[config.mk]
export PLATFORM = sky130hd
export DESIGN_NAME = qos_vc_sched
export DESIGN_NICKNAME = d
export VERILOG_FILES = /design/src/rtl/qos_pkg.sv /design/src/rtl/qos_rr_pick.sv /design/src/rtl/qos_vc_sched.sv
export SDC_FILE = /design/constraint.sdc
export NUM_CORES = 1
export LEC_CHECK = 0
export ABC_AREA = 1
export BUFFER_PORTS_ARGS = -buffer_cell sky130_fd_sc_hd__buf_2
export CAP_MARGIN = 30
export CORE_ASPECT_RATIO = 0.6
export CORE_UTILIZATION = 35
export CTS_CLUSTER_DIAMETER = 120
export CTS_CLUSTER_SIZE = 25
export DETAILED_ROUTE_END_ITERATION = 7
export SLEW_MARGIN = 20
export SYNTH_ARGS = -nofsm -noshare
export SYNTH_HDL_FRONTEND = slang
export SYNTH_HIERARCHICAL = 1
export SYNTH_SLANG_ARGS = --single-unit
[constraint.sdc]
create_clock -name clk -period 2.4 [get_ports clk]
set_input_delay 0.24 -clock clk [delete_from_list [all_inputs] [get_ports clk]]
set_output_delay 0.24 -clock clk [all_outputs]
set_load 0.02 [all_outputs]
[src/rtl/qos_pkg.sv]
// Shared types and helpers for the QoS virtual-channel scheduler.
package qos_pkg;

  localparam int unsigned DEFAULT_BW  = 6;
  localparam int unsigned DEFAULT_NVC = 4;

  typedef enum logic [1:0] {
    ST_IDLE  = 2'd0,
    ST_ARB   = 2'd1,
    ST_SERVE = 2'd2,
    ST_PAUSE = 2'd3
  } qos_state_e;

  function automatic int unsigned clog2(input int unsigned v);
    int unsigned r;
    r = 0;
    for (int unsigned i = 0; i < 32; i++) begin
      if ((64'(1) << i) < 64'(v)) r = i + 1;
    end
    return r;
  endfunction

endpackage

[src/rtl/qos_rr_pick.sv]
// Round-robin picker: first set request searching upward from last_i+1, wrapping at NVC.
module qos_rr_pick #(
  parameter int unsigned NVC = 4,
  parameter int unsigned VW  = 2
) (
  input  logic [NVC-1:0] req_i,
  input  logic [VW-1:0]  last_i,
  output logic [VW-1:0]  pick_o,
  output logic           any_o
);

  always_comb begin
    logic [VW-1:0] idx;
    pick_o = '0;
    any_o  = 1'b0;
    idx    = '0;
    for (int unsigned i = 0; i < NVC; i++) begin
      idx = VW'((32'(last_i) + 32'd1 + i) % NVC);
      if (!any_o && req_i[idx]) begin
        any_o  = 1'b1;
        pick_o = idx;
      end
    end
  end

endmodule

[src/rtl/qos_vc_sched.sv]
// Weighted round-robin drain of NVC source FIFOs into one destination FIFO.
module qos_vc_sched
  import qos_pkg::*;
#(
  parameter int unsigned BW  = DEFAULT_BW,
  parameter int unsigned NVC = DEFAULT_NVC,
  parameter int unsigned WW  = 3,
  parameter int unsigned VW  = clog2(DEFAULT_NVC)
) (
  input  logic              clk,
  input  logic              reset_L,
  input  logic              enable,
  input  logic [NVC-1:0]    vc_empty,
  input  logic [NVC*BW-1:0] vc_data,
  input  logic [NVC*WW-1:0] vc_weight,
  input  logic              dst_almost_full,
  input  logic              dst_full,
  output logic [NVC-1:0]    vc_rd,
  output logic              dst_wr,
  output logic [BW-1:0]     dst_data,
  output logic [VW-1:0]     active_vc,
  output logic [1:0]        state,
  output logic              idle
);

  qos_state_e    state_q, state_d;
  logic [VW-1:0] active_vc_q, active_vc_d;
  logic [VW-1:0] last_vc_q, last_vc_d;
  logic [WW-1:0] credit_q, credit_d;

  logic [VW-1:0] pick;
  logic          any_valid;
  logic [WW-1:0] pick_weight;
  logic          dst_block;
  logic          xfer;

  qos_rr_pick #(
    .NVC (NVC),
    .VW  (VW)
  ) u_pick (
    .req_i  (~vc_empty),
    .last_i (last_vc_q),
    .pick_o (pick),
    .any_o  (any_valid)
  );

  // Zero weight still grants one word so a VC can never be starved by config.
  always_comb begin
    pick_weight = vc_weight[pick*WW +: WW];
    if (pick_weight == '0) pick_weight = WW'(1);
  end

  assign dst_block = dst_full | dst_almost_full;
  assign xfer      = (state_q == ST_SERVE) & enable & ~dst_block & ~vc_empty[active_vc_q];

  assign vc_rd     = xfer ? (NVC'(1) << active_vc_q) : '0;
  assign dst_wr    = xfer;
  assign dst_data  = xfer ? vc_data[active_vc_q*BW +: BW] : '0;
  assign active_vc = active_vc_q;
  assign state     = state_q;
  assign idle      = (state_q == ST_IDLE);

  always_comb begin
    state_d     = state_q;
    active_vc_d = active_vc_q;
    last_vc_d   = last_vc_q;
    credit_d    = credit_q;
    unique case (state_q)
      ST_IDLE: begin
        if (enable && (|(~vc_empty))) state_d = ST_ARB;
      end
      ST_ARB: begin
        if (!enable || !any_valid) begin
          state_d = ST_IDLE;
        end else begin
          active_vc_d = pick;
          credit_d    = pick_weight;
          state_d     = ST_SERVE;
        end
      end
      ST_SERVE: begin
        if (!enable) begin
          state_d   = ST_IDLE;
          last_vc_d = active_vc_q;
          credit_d  = '0;
        end else if (dst_block) begin
          state_d = ST_PAUSE;
        end else if (vc_empty[active_vc_q]) begin
          state_d   = ST_ARB;
          last_vc_d = active_vc_q;
        end else begin
          credit_d = credit_q - WW'(1);
          if (credit_q == WW'(1)) begin
            state_d   = ST_ARB;
            last_vc_d = active_vc_q;
          end
        end
      end
      ST_PAUSE: begin
        if (!enable) begin
          state_d = ST_IDLE;
        end else if (!dst_block) begin
          state_d = ST_SERVE;
        end
      end
      default: state_d = ST_IDLE;
    endcase
  end

  always_ff @(posedge clk or negedge reset_L) begin
    if (!reset_L) begin
      state_q     <= ST_IDLE;
      active_vc_q <= '0;
      last_vc_q   <= VW'(NVC - 1);
      credit_q    <= '0;
    end else begin
      state_q     <= state_d;
      active_vc_q <= active_vc_d;
      last_vc_q   <= last_vc_d;
      credit_q    <= credit_d;
    end
  end

endmodule

==> results of run 1 <==
==> kinds of logic after synthesis <==
group	share of synthesized area, %
AOI/OAI and AO/OA	14.7
adders and majority gates	2.04
DFF	18.6
xor gates and xnor gates	0.714
and+or+nand+nor	52.6
buffers and inverters	11.4
==> path summary, 6_finish.rpt <==
check | from | end | slack [ns] | cells past startpoint
worst max-delay path | last_vc_q[0] | credit_q[0] | 0.22 | 13
worst min-delay path | reset_L | credit_q[2] | 0.39 | 2
worst max register to register | last_vc_q[0] | credit_q[0] | 0.22 | 13
worst min register to register | last_vc_q[1] | last_vc_q[1] | 0.52 | 2
max in group asynchronous | reset_L | last_vc_q[1] | 1.77 | 2
min in group clk | enable | last_vc_q[1] | 0.44 | 4
==> per-layer routing <==
| metal | vias up | track usage (%) |
|---|---|---|
| met2 | 66 | 29.1 |
| met4 | 0 | 2.22 |
| li1 | 791 | - |
| met3 | 2 | 4.38 |
| met5 | - | 0 |
| met1 | 613 | 26.2 |
==> worst reg2reg max path, cell delays in order (launching register included) <==
cell,delay [ns]
dfstp_2,0.65
inv_2,0.13
nand2_1,0.09
nand2_2,0.10
o21ai_2,0.20
nand3b_1,0.14
nand3_1,0.14
inv_1,0.15
nand3_1,0.09
nand2_1,0.09
nand2_1,0.06
nand2_1,0.06
nand2_1,0.05
a21oi_1,0.14
==> registers in the layout (all words and copies together) (netlist names) <==
signal     count
last_vc_q      2
credit_q       3
state          2
active_vc      2
==> power by group through the flow <==
stage / Sequential (W) / Clock (W) / Combinational, W
floorplan: 0.000327 / 0 / 0.00108
global placement: 0.000357 / 0 / 0.00132
detailed placement: 0.000357 / 0 / 0.00132
CTS: 0.000355 / 0.000176 / 0.00132
global route: 0.000375 / 0.000184 / 0.00151
finish: 0.000356 / 0.000172 / 0.00134
==> layout make-up <==
cell class,instances,area [um^2],area share (%)
Inverter,28,105,6.54
Tap cell,45,56.3,3.50
Sequential cell,9,228,14.2
Clock buffer,4,45.0,2.80
Multi-Input combinational cell,166,863,53.7
Timing Repair Buffer,61,310,19.3
==> through the flow <==
step / hold slack, ns / utilization [%] / area [um^2]
2_1_floorplan: -0.0556 / - / 1230
3_3_place_gp: 0.104 / 46.9 / 1550
3_5_place_dp: 0.104 / 46.9 / 1550
4_1_cts: 0.395 / 48.5 / 1600
5_1_grt: 0.403 / 48.7 / 1610
6_report: 0.388 / 48.7 / 1610
==> synth_stat cells (2+ instances only) <==
cell and instances:
inv_2 6, a31oi_1 6, a21oi_1 3, buf_6 2, nand4_1 4, o21ai_0 3
nand2_4 4, inv_1 22, o22ai_1 2, o21a_1 3, nand3_1 16, ha_1 2
nand2_1 85, o21ai_2 2, nor2_4 2, dfrtp_1 7, nand2_2 7, dfstp_2 2
nor3_1 2, nor2_1 10, a22oi_1 6, nand3b_1 2
==> what timing repair did <==
action	CTS	global route
hold buffers	1	0
endpoints found under the setup margin	0	3
gates resized for setup	0	2
hold endpoints to repair	7	0
==> summary.md, run 1 <==
| Metric | Value |
|---|---|
| Met1 wire length | 1.81 mm |
| #FFs+latches synth | 9 |
| DR DRC count | 0 |
| CP max FO | 12 |
| Min-Delay Path Class | primary input to asynchronous set/reset pin |
| Final Cycle Share | 90.9% |
| Clock transition at the registers of the reported paths | 0.04 ns |
| Ys async rst share | 100% |
| Die area | 3750 um^2 |
| Gate Count Post-Synth | 207 |
| Chip width | 78.4 um |
| Post-route setup slack | 0.219 ns |
| Top cells by area, synth | nand2_1 (26%), dfrtp_1 (14%), inv_1 (6.7%) |
| Max-Cap Viols | 0 |
| Worst Clk Skew | 0.000986 ns |
| Uppermost routed layer | met4 |
| Max-slew violations | 0 |
| Die height | 47.8 um |
| Final net count | 316 |
| Clock root cell | clkbuf_8 |
| Buf/Inv on CP | 2 |
| Port Buf Inserts | 60 |
| Yosys top cell area share | 26.0% |
| Critical path start-end classification | register to register |
| Sequential area share after synthesis | 18.6% |
| Global route total overflow | 0 |
| Initial DRT Pass Iterations | 4 |
| Sw power | 0.00103 W |
| Lkg Pwr | 0.934 nW |
| Antenna cells | 0 |
| EDFF count, synth | 0 |
| CTS tree | built |
| Post-synth top flop | dfrtp_1 |
| Internal power | 0.000834 W |
| Vias in the first global route | 1160 |
| Achievable Freq | 459 MHz |
| Crit end category | register |
| Core area | 3300 um^2 |
| Maximum VDD drop | 555 uV |
| Net Count, Synth | 254 |
| Distinct cell type count after synthesis | 31 |
| Row Count | 16 |
| Num CTS Buffers | 3 |
| Mapped cell area | 1230 um^2 |
| Initial antenna violation count | 0 |
| Routed Antenna Nets | 0 |
| Rel. slew slack | 72.3% |
| Most frequent cells in the layout | nand2_1 (85), buf_2 (60), inv_1 (21) |
| Crit path max-delay family | simple AND/OR/NAND/NOR gates |
| Cells after DPL | 308 |
| Clock sinks | 9 |
| Commonest non-fill, non-tap cell in the layout | nand2_1 |
| Status | completed |
| Max stage delay on crit path | 0.65 ns |
| Crit path cell chain | inv_2 -> nand2_1 -> nand2_2 -> o21ai_2 -> nand3b_1 -> nand3_1 -> inv_1 -> nand3_1 -> nand2_1 -> nand2_1 -> nand2_1 -> nand2_1 -> a21oi_1 |
| Post-place setup slack | 0.127 ns |
| Seq pwr share | 19.1% |
| First-pass GRT wire length | 5.25 mm |
| Layout area overhead | 31.1% |
| Clk_lat worst skew | 0.23 ns |
| Logic gate share of total power | 71.7% |
| Critical Path Start Type | register |
| H-tree levels | 1 |
| Postcts setup bufs | 0 |
| Final setup vio count | 0 |
| Initial core utilization | 37.1% |
| Vias per Instance | 4.70 |
| Switching Share | 55.3% |
| GPL Wtd Cong | 0.840 |
| DR vias | 1472 |
| Met2 wire length | 1.25 mm |
| Wire length on met3 | 327 um |
| PD cells | 1160 nW/um^2 |
| Yosys warning count | 6 |
| Largest net degree at the start of global routing | 13 |
| WL/cell | 10.9 um |
| Post-route setup TNS | 0 ns |
| Clock buffer depth | 2 |
| Drt initial violations | 73 |
| Req. time, crit path | 2.55 ns |
| Dpl hpwl | 2.92 mm |
| DRT Wirelength | 3.40 mm |
| Layout cells sized above 1 | 34.3% |
| # fillers | 364 |
| Tot Pwr | 0.00186 W |
| Worst path slowest cell | dfstp_2 |
| Min cycle time layout | 2.18 ns |
| Top cell by count, worst path | nand2_1 |
| Non-filler cells, final | 313 |
| Critical path arrival | 2.33 ns |
| Clock share of power | 9.2% |
| Synth area leader | nand2_1 |
| Least-Margin Pin Slew | 0.415 ns |
| RSZ-0062 raised after global routing | no |
| GRT Total Usage | 18.3% |
| Synth Area per Inst | 5.92 um^2 |
| I/O pins | 61 |
| Hold Fails Final Rpt | 0 |
No activity file was read; power rests on OpenSTA's default activity.
==> run 2: changes to the inputs <==
- CORE_UTILIZATION: 35 -> 40
- PLACE_DENSITY: default -> 0.71
- clock period: 2.4 -> 2.15 ns (I/O delays scaled with it)
==> run 2 against run 1 <==
Net effect: sequential power is 11% higher; total power is 22% higher; combinational power is 25% higher; highest routed layer unchanged; critical path type unchanged.
==> summary.md, run 2 (same netlist as run 1, synthesis figures left out) <==
| Metric | Value |
|---|---|
| Cells after DPL | 307 (was 308) |
| Req. time, crit path | 2.28 ns (was 2.55 ns) |
| FF-to-FF End | credit_q[2] (was credit_q[0]) |
| Clock sinks | 9 (unchanged) |
| Final Cycle Share | 95.5% (was 90.9%) |
| Dpl hpwl | 2.73 mm (was 2.92 mm) |
| Clk_lat worst skew | 0.24 ns (was 0.23 ns) |
| Clock root cell | clkbuf_8 (unchanged) |
| Lkg Pwr | 0.960 nW (was 0.934 nW) |
| Reg2reg start | last_vc_q[0] (unchanged) |
| Reg2Reg Setup Slack | 0.1 ns (was 0.22 ns) |
| Routed Antenna Nets | 0 (unchanged) |
| H-tree levels | 1 (unchanged) |
| Hold Fails Final Rpt | 0 (unchanged) |
| Clock transition at the registers of the reported paths | 0.05 ns (was 0.04 ns) |
| Internal power | 0.00103 W (was 0.000834 W) |
| GPL Wtd Cong | 0.845 (was 0.840) |
| Layout cells sized above 1 | 37.5% (was 34.3%) |
| Initial antenna violation count | 0 (unchanged) |
| Clock buffer depth | 2 (unchanged) |
| Switching Share | 54.5% (was 55.3%) |
| Min cycle time layout | 2.05 ns (was 2.18 ns) |
| GRT Total Usage | 19.7% (was 18.3%) |
| Num CTS Buffers | 3 (unchanged) |
| Die area | 3300 um^2 (was 3750 um^2) |
| RSZ-0062 raised after global routing | yes (was no) |
| Largest register FFs | 3 (unchanged) |
| Critical Path Start Type | register (unchanged) |
| Tot Pwr | 0.00227 W (was 0.00186 W) |
| DR DRC count | 0 (unchanged) |
| Rel. slew slack | 72.3% (about the same) |
| Least-Margin Pin Slew | 0.414 ns (was 0.415 ns) |
| Seq pwr share | 17.4% (was 19.1%) |
| Critical path start-end classification | register to register (unchanged) |
| WL/cell | 10.8 um (was 10.9 um) |
| Largest net degree at the start of global routing | 12 (was 13) |
| CP max FO | 10 (was 12) |
| Chip width | 73.5 um (was 78.4 um) |
| Commonest non-fill, non-tap cell in the layout | nand2_1 (unchanged) |
| Crit end category | register (unchanged) |
| # fillers | 306 (was 364) |
| Most frequent cells in the layout | nand2_1 (81), buf_2 (60), inv_1 (20) (was nand2_1 (85), buf_2 (60), inv_1 (21)) |
| Global route total overflow | 0 (unchanged) |
| Die height | 44.9 um (was 47.8 um) |
| Biggest register | credit_q (unchanged) |
| Min-Delay Path Class | primary input to asynchronous set/reset pin (unchanged) |
| Antenna cells | 0 (unchanged) |
| DRT Wirelength | 3.39 mm (was 3.40 mm) |
| CTS tree | built (unchanged) |
| Critical path arrival | 2.18 ns (was 2.33 ns) |
| DR vias | 1507 (was 1472) |
| Final setup vio count | 0 (unchanged) |
| I/O pins | 61 (unchanged) |
| Vias per Instance | 4.80 (was 4.70) |
| Port Buf Inserts | 60 (unchanged) |
| Sw power | 0.00124 W (was 0.00103 W) |
| Vias in the first global route | 1144 (was 1160) |
| Worst r2r path cells | 12 (was 13) |
| Drt initial violations | 80 (was 73) |
| Non-filler cells, final | 314 (was 313) |
| Clock share of power | 9.0% (was 9.2%) |
| Maximum VDD drop | 777 uV (was 555 uV) |
| Initial DRT Pass Iterations | 4 (unchanged) |
| Logic gate share of total power | 73.6% (was 71.7%) |
| Max-Cap Viols | 0 (unchanged) |
| Core area | 2890 um^2 (was 3300 um^2) |
| Achievable Freq | 487 MHz (was 459 MHz) |
| Row Count | 15 (was 16) |
| Layout area overhead | 36.2% (was 31.1%) |
| Max-slew violations | 0 (unchanged) |
| Final net count | 320 (was 316) |
| First-pass GRT wire length | 5.02 mm (was 5.25 mm) |
| Worst Clk Skew | 0.00250 ns (was 0.000986 ns) |
| Initial core utilization | 42.4% (was 37.1%) |
| Status | completed (unchanged) |
| PD cells | 1360 nW/um^2 (was 1160 nW/um^2) |
## run 2: cell types whose count changed in the layout (fill, tap and decap cells not counted), sizes merged
cell,change
buf,+4
## run 2: final cells by class
cell class	count	area (um^2)	share of cell area (%)
multi-input cells	166	890	53.3
repair buffers	65	348	20.8
flip-flops and latches	9	228	13.6
inverters	28	108	6.44
well taps	42	52.6	3.15
clock buffers	4	45.0	2.70
## run 2: through the flow
stage	hold slack [ns]	setup TNS (ns)	utilization [%]	setup slack [ns]	cell area [um^2]
4_1_cts	0.365	0	55.8	0.0400	1610
6_report	0.374	0	57.8	0.0971	1670
2_1_floorplan	-0.0806	0	-	0.222	1230
5_1_grt	0.401	-0.175	57.8	-0.0674	1670
3_3_place_gp	0.0817	0	53.9	0.0986	1560
3_5_place_dp	0.0874	0	53.9	0.0577	1560
## run 2: metal layers
layer  global-route usage (%)  routed length [um]
met2                     30.1                1450
met1                     29.0                1670
met4                     2.31                  12
met5                        0                   0
met3                     4.91                 259
## run 2: worst max-delay path by stage
stage	from	endpoint	slack (ns)
3_5_place_dp	last_vc_q[0]	credit_q[2]	0.06
5_1_grt	last_vc_q[0]	credit_q[0]	-0.07
3_3_place_gp	last_vc_q[0]	credit_q[2]	0.1
2_1_floorplan	last_vc_q[0]	credit_q[2]	0.22
6_report	last_vc_q[0]	credit_q[2]	0.1
4_1_cts	last_vc_q[0]	credit_q[2]	0.04
## run 2: repair_timing
action,CTS,global route
buffers inserted,0,2
hold buffers,1,0
gates resized for setup,0,13
endpoints found under the hold margin,7,0
setup endpoints to repair,0,3
## run 2: power groups by stage
stage / sequential [W] / clock, W / combinational, W
5_1_grt: 0.000409 / 0.000216 / 0.00188
3_5_place_dp: 0.000388 / 0 / 0.00153
3_3_place_gp: 0.000388 / 0 / 0.00152
4_1_cts: 0.000386 / 0.000209 / 0.00154
2_1_floorplan: 0.000365 / 0 / 0.00121
6_report: 0.000395 / 0.000204 / 0.00167
## run 2: critical path, stage by stage, from the launching register on
cell and delay (ns):
dfstp_2 0.62, inv_4 0.09, nand2_2 0.09, nand2_4 0.08
o21ai_4 0.21, nand3b_1 0.15, nand3_2 0.10, buf_6 0.14
nand2_1 0.05, nand3_1 0.09, nand2_2 0.09, o22ai_1 0.07
o21a_1 0.18
==> run 3: changes to the inputs <==
--- a/constraint.sdc
+++ b/constraint.sdc
@@ -3,2 +3,2 @@
 set_output_delay 0.215 -clock clk [all_outputs]
-set_load 0.02 [all_outputs]
+set_load 0.1 [all_outputs]
==> run 3 against run 2 <==
Net effect: utilization increased by 9.7 points; sequential cell count unchanged; cell area increased by 17%; clock skew increased by 0.0037 ns; maximum frequency decreased by 0.35%; die area unchanged; worst hold slack got worse by 0.0061 ns; clock power about the same; total power increased by 17%; sequential share of layout area decreased by 1.3 points; largest power group unchanged; global-route usage increased by 1.8 points.
==> summary.md, run 3 (same netlist as run 1, synthesis figures left out) <==
| Metric | Value |
|---|---|
| Status | completed (unchanged) |
| Crit end category | register (unchanged) |
| Initial antenna violation count | 0 (unchanged) |
| Die area | 3300 um^2 (unchanged) |
| Biggest register | credit_q (unchanged) |
| Dpl hpwl | 2.91 mm (was 2.73 mm) |
| PD cells | 1360 nW/um^2 (about the same) |
| Maximum VDD drop | 960 uV (was 777 uV) |
| Port Buf Inserts | 60 (unchanged) |
| Final Cycle Share | 95.8% (was 95.5%) |
| Initial core utilization | 42.4% (unchanged) |
| GRT Total Usage | 21.5% (was 19.7%) |
| Max-slew violations | 0 (unchanged) |
| Tot Pwr | 0.00265 W (was 0.00227 W) |
| Max-Cap Viols | 0 (unchanged) |
| Min-Delay Path Class | primary input to asynchronous set/reset pin (unchanged) |
| Layout area overhead | 59.0% (was 36.2%) |
| Clock transition at the registers of the reported paths | 0.05 ns (about the same) |
| Worst Clk Skew | 0.00618 ns (was 0.00250 ns) |
| Largest net degree at the start of global routing | 12 (unchanged) |
| DR vias | 1503 (was 1507) |
| Clock sinks | 9 (unchanged) |
| Post-route setup TNS | 0 ns (unchanged) |
| Final net count | 319 (was 320) |
| WL/cell | 11.6 um (was 10.8 um) |
| RSZ-0062 raised after global routing | yes (unchanged) |
| Row Count | 15 (unchanged) |
| Lkg Pwr | 0.988 nW (was 0.960 nW) |
| H-tree levels | 1 (unchanged) |
| Hold WS | 0.368 ns (was 0.374 ns) |
| Clk_lat worst skew | 0.24 ns (about the same) |
| Final setup vio count | 0 (unchanged) |
| Hold Fails Final Rpt | 0 (unchanged) |
| Initial DRT Pass Iterations | 4 (unchanged) |
| Clock root cell | clkbuf_8 (unchanged) |
| Critical path arrival | 2.22 ns (was 2.18 ns) |
| Rel. slew slack | 67.6% (was 72.3%) |
| DRT Wirelength | 3.63 mm (was 3.39 mm) |
| CP Launch Point | last_vc_q[0] (unchanged) |
| CTS tree | built (unchanged) |
| Post-place setup slack | 0.126 ns (was 0.0577 ns) |
| Layout cells sized above 1 | 40.6% (was 37.5%) |
| Reg2reg start | last_vc_q[0] (unchanged) |
| Achievable Freq | 485 MHz (was 487 MHz) |
| Routed Antenna Nets | 0 (unchanged) |
| Layout Utilization | 67.4% (was 57.8%) |
| Core area | 2890 um^2 (unchanged) |
| Drt initial violations | 57 (was 80) |
| Chip width | 73.5 um (unchanged) |
| GPL Wtd Cong | 0.916 (was 0.845) |
| Critical Path Start Type | register (unchanged) |
| I/O pins | 61 (unchanged) |
| Vias per Instance | 4.80 (about the same) |
| DR DRC count | 0 (unchanged) |
| First-pass GRT wire length | 5.43 mm (was 5.02 mm) |
| Die height | 44.9 um (unchanged) |
| Num CTS Buffers | 3 (unchanged) |
| Antenna cells | 0 (unchanged) |
| Commonest non-fill, non-tap cell in the layout | nand2_1 (unchanged) |
| Post-route setup slack | 0.0899 ns (was 0.0971 ns) |
| Most frequent cells in the layout | nand2_1 (83), buf_2 (49), inv_1 (21) (was nand2_1 (81), buf_2 (60), inv_1 (20)) |
| Min cycle time layout | 2.06 ns (was 2.05 ns) |
| Vias in the first global route | 1205 (was 1144) |
| Least-Margin Pin Slew | 0.489 ns (was 0.414 ns) |
| CP max FO | 10 (unchanged) |
| Largest register FFs | 3 (unchanged) |
| Global route total overflow | 0 (unchanged) |
| Clock buffer depth | 2 (unchanged) |
| Req. time, crit path | 2.31 ns (was 2.28 ns) |
| Critical path start-end classification | register to register (unchanged) |
==> run 3: stage by stage <==
| stage | std cells | area (um^2) |
|---|---|---|
| after floorplan | 207 | 1380 |
| after global placement | 308 | 1860 |
| after detailed placement | 308 | 1860 |
| after CTS | 313 | 1910 |
| after global routing | 313 | 1950 |
| final | 313 | 1950 |
==> run 3: routing by layer <==
metal | track usage (%) | up-vias | share of wire (%)
li1 | - | 797 | -
met1 | 33.0 | 648 | 51
met2 | 31.9 | 56 | 41
met3 | 4.02 | 2 | 7.6
met4 | 3.46 | 0 | 0.52
met5 | 0 | - | 0
==> run 3: path summary, 6_finish.rpt <==
kind / endpoint / slack [ns] / cells past startpoint
setup reg to reg: credit_q[0] / 0.09 / 14
max in group asynchronous: last_vc_q[0] / 1.53 / 2
hold / removal: active_vc[0] / 0.37 / 2
setup / recovery: credit_q[0] / 0.09 / 14
hold reg to reg: last_vc_q[1] / 0.53 / 2
min in group clk: last_vc_q[1] / 0.41 / 4
==> run 3: where the power goes <==
group	switching, W	internal [W]
clock	0.0000761	0.000130
sequential	0.000148	0.000279
combinational	0.00138	0.000636
total	0.00161	0.00105
==> run 3: critical path: stages, from the launching register on <==
cell and delay (ns):
dfstp_2 0.61, inv_4 0.09, nand2_2 0.08, nand2_4 0.08
o21ai_4 0.20, nand3b_1 0.15, nand3_2 0.09, buf_4 0.16
nand2_1 0.06, nand3_1 0.08, nand2_1 0.10, nand2_1 0.05
nand2_1 0.05, nand2_1 0.04, a21oi_1 0.13
==> run 3: what timing repair did <==
| action | CTS | global route |
|---|---|---|
| gates resized for setup | 0 | 10 |
| setup endpoints to repair | 0 | 4 |
| hold buffers | 1 | 0 |
| endpoints found under the hold margin | 7 | 0 |
| setup buffers | 0 | 0 |
==> run 3: area by class of cell <==
| class | count | area, um^2 |
|---|---|---|
| Multi-Input combinational cell | 166 | 1010 |
| Fill cell | 277 | 941 |
| Timing Repair Buffer | 64 | 493 |
| Sequential cell | 9 | 240 |
| Inverter | 28 | 110 |
| Tap cell | 42 | 52.6 |
| Clock buffer | 4 | 45.0 |
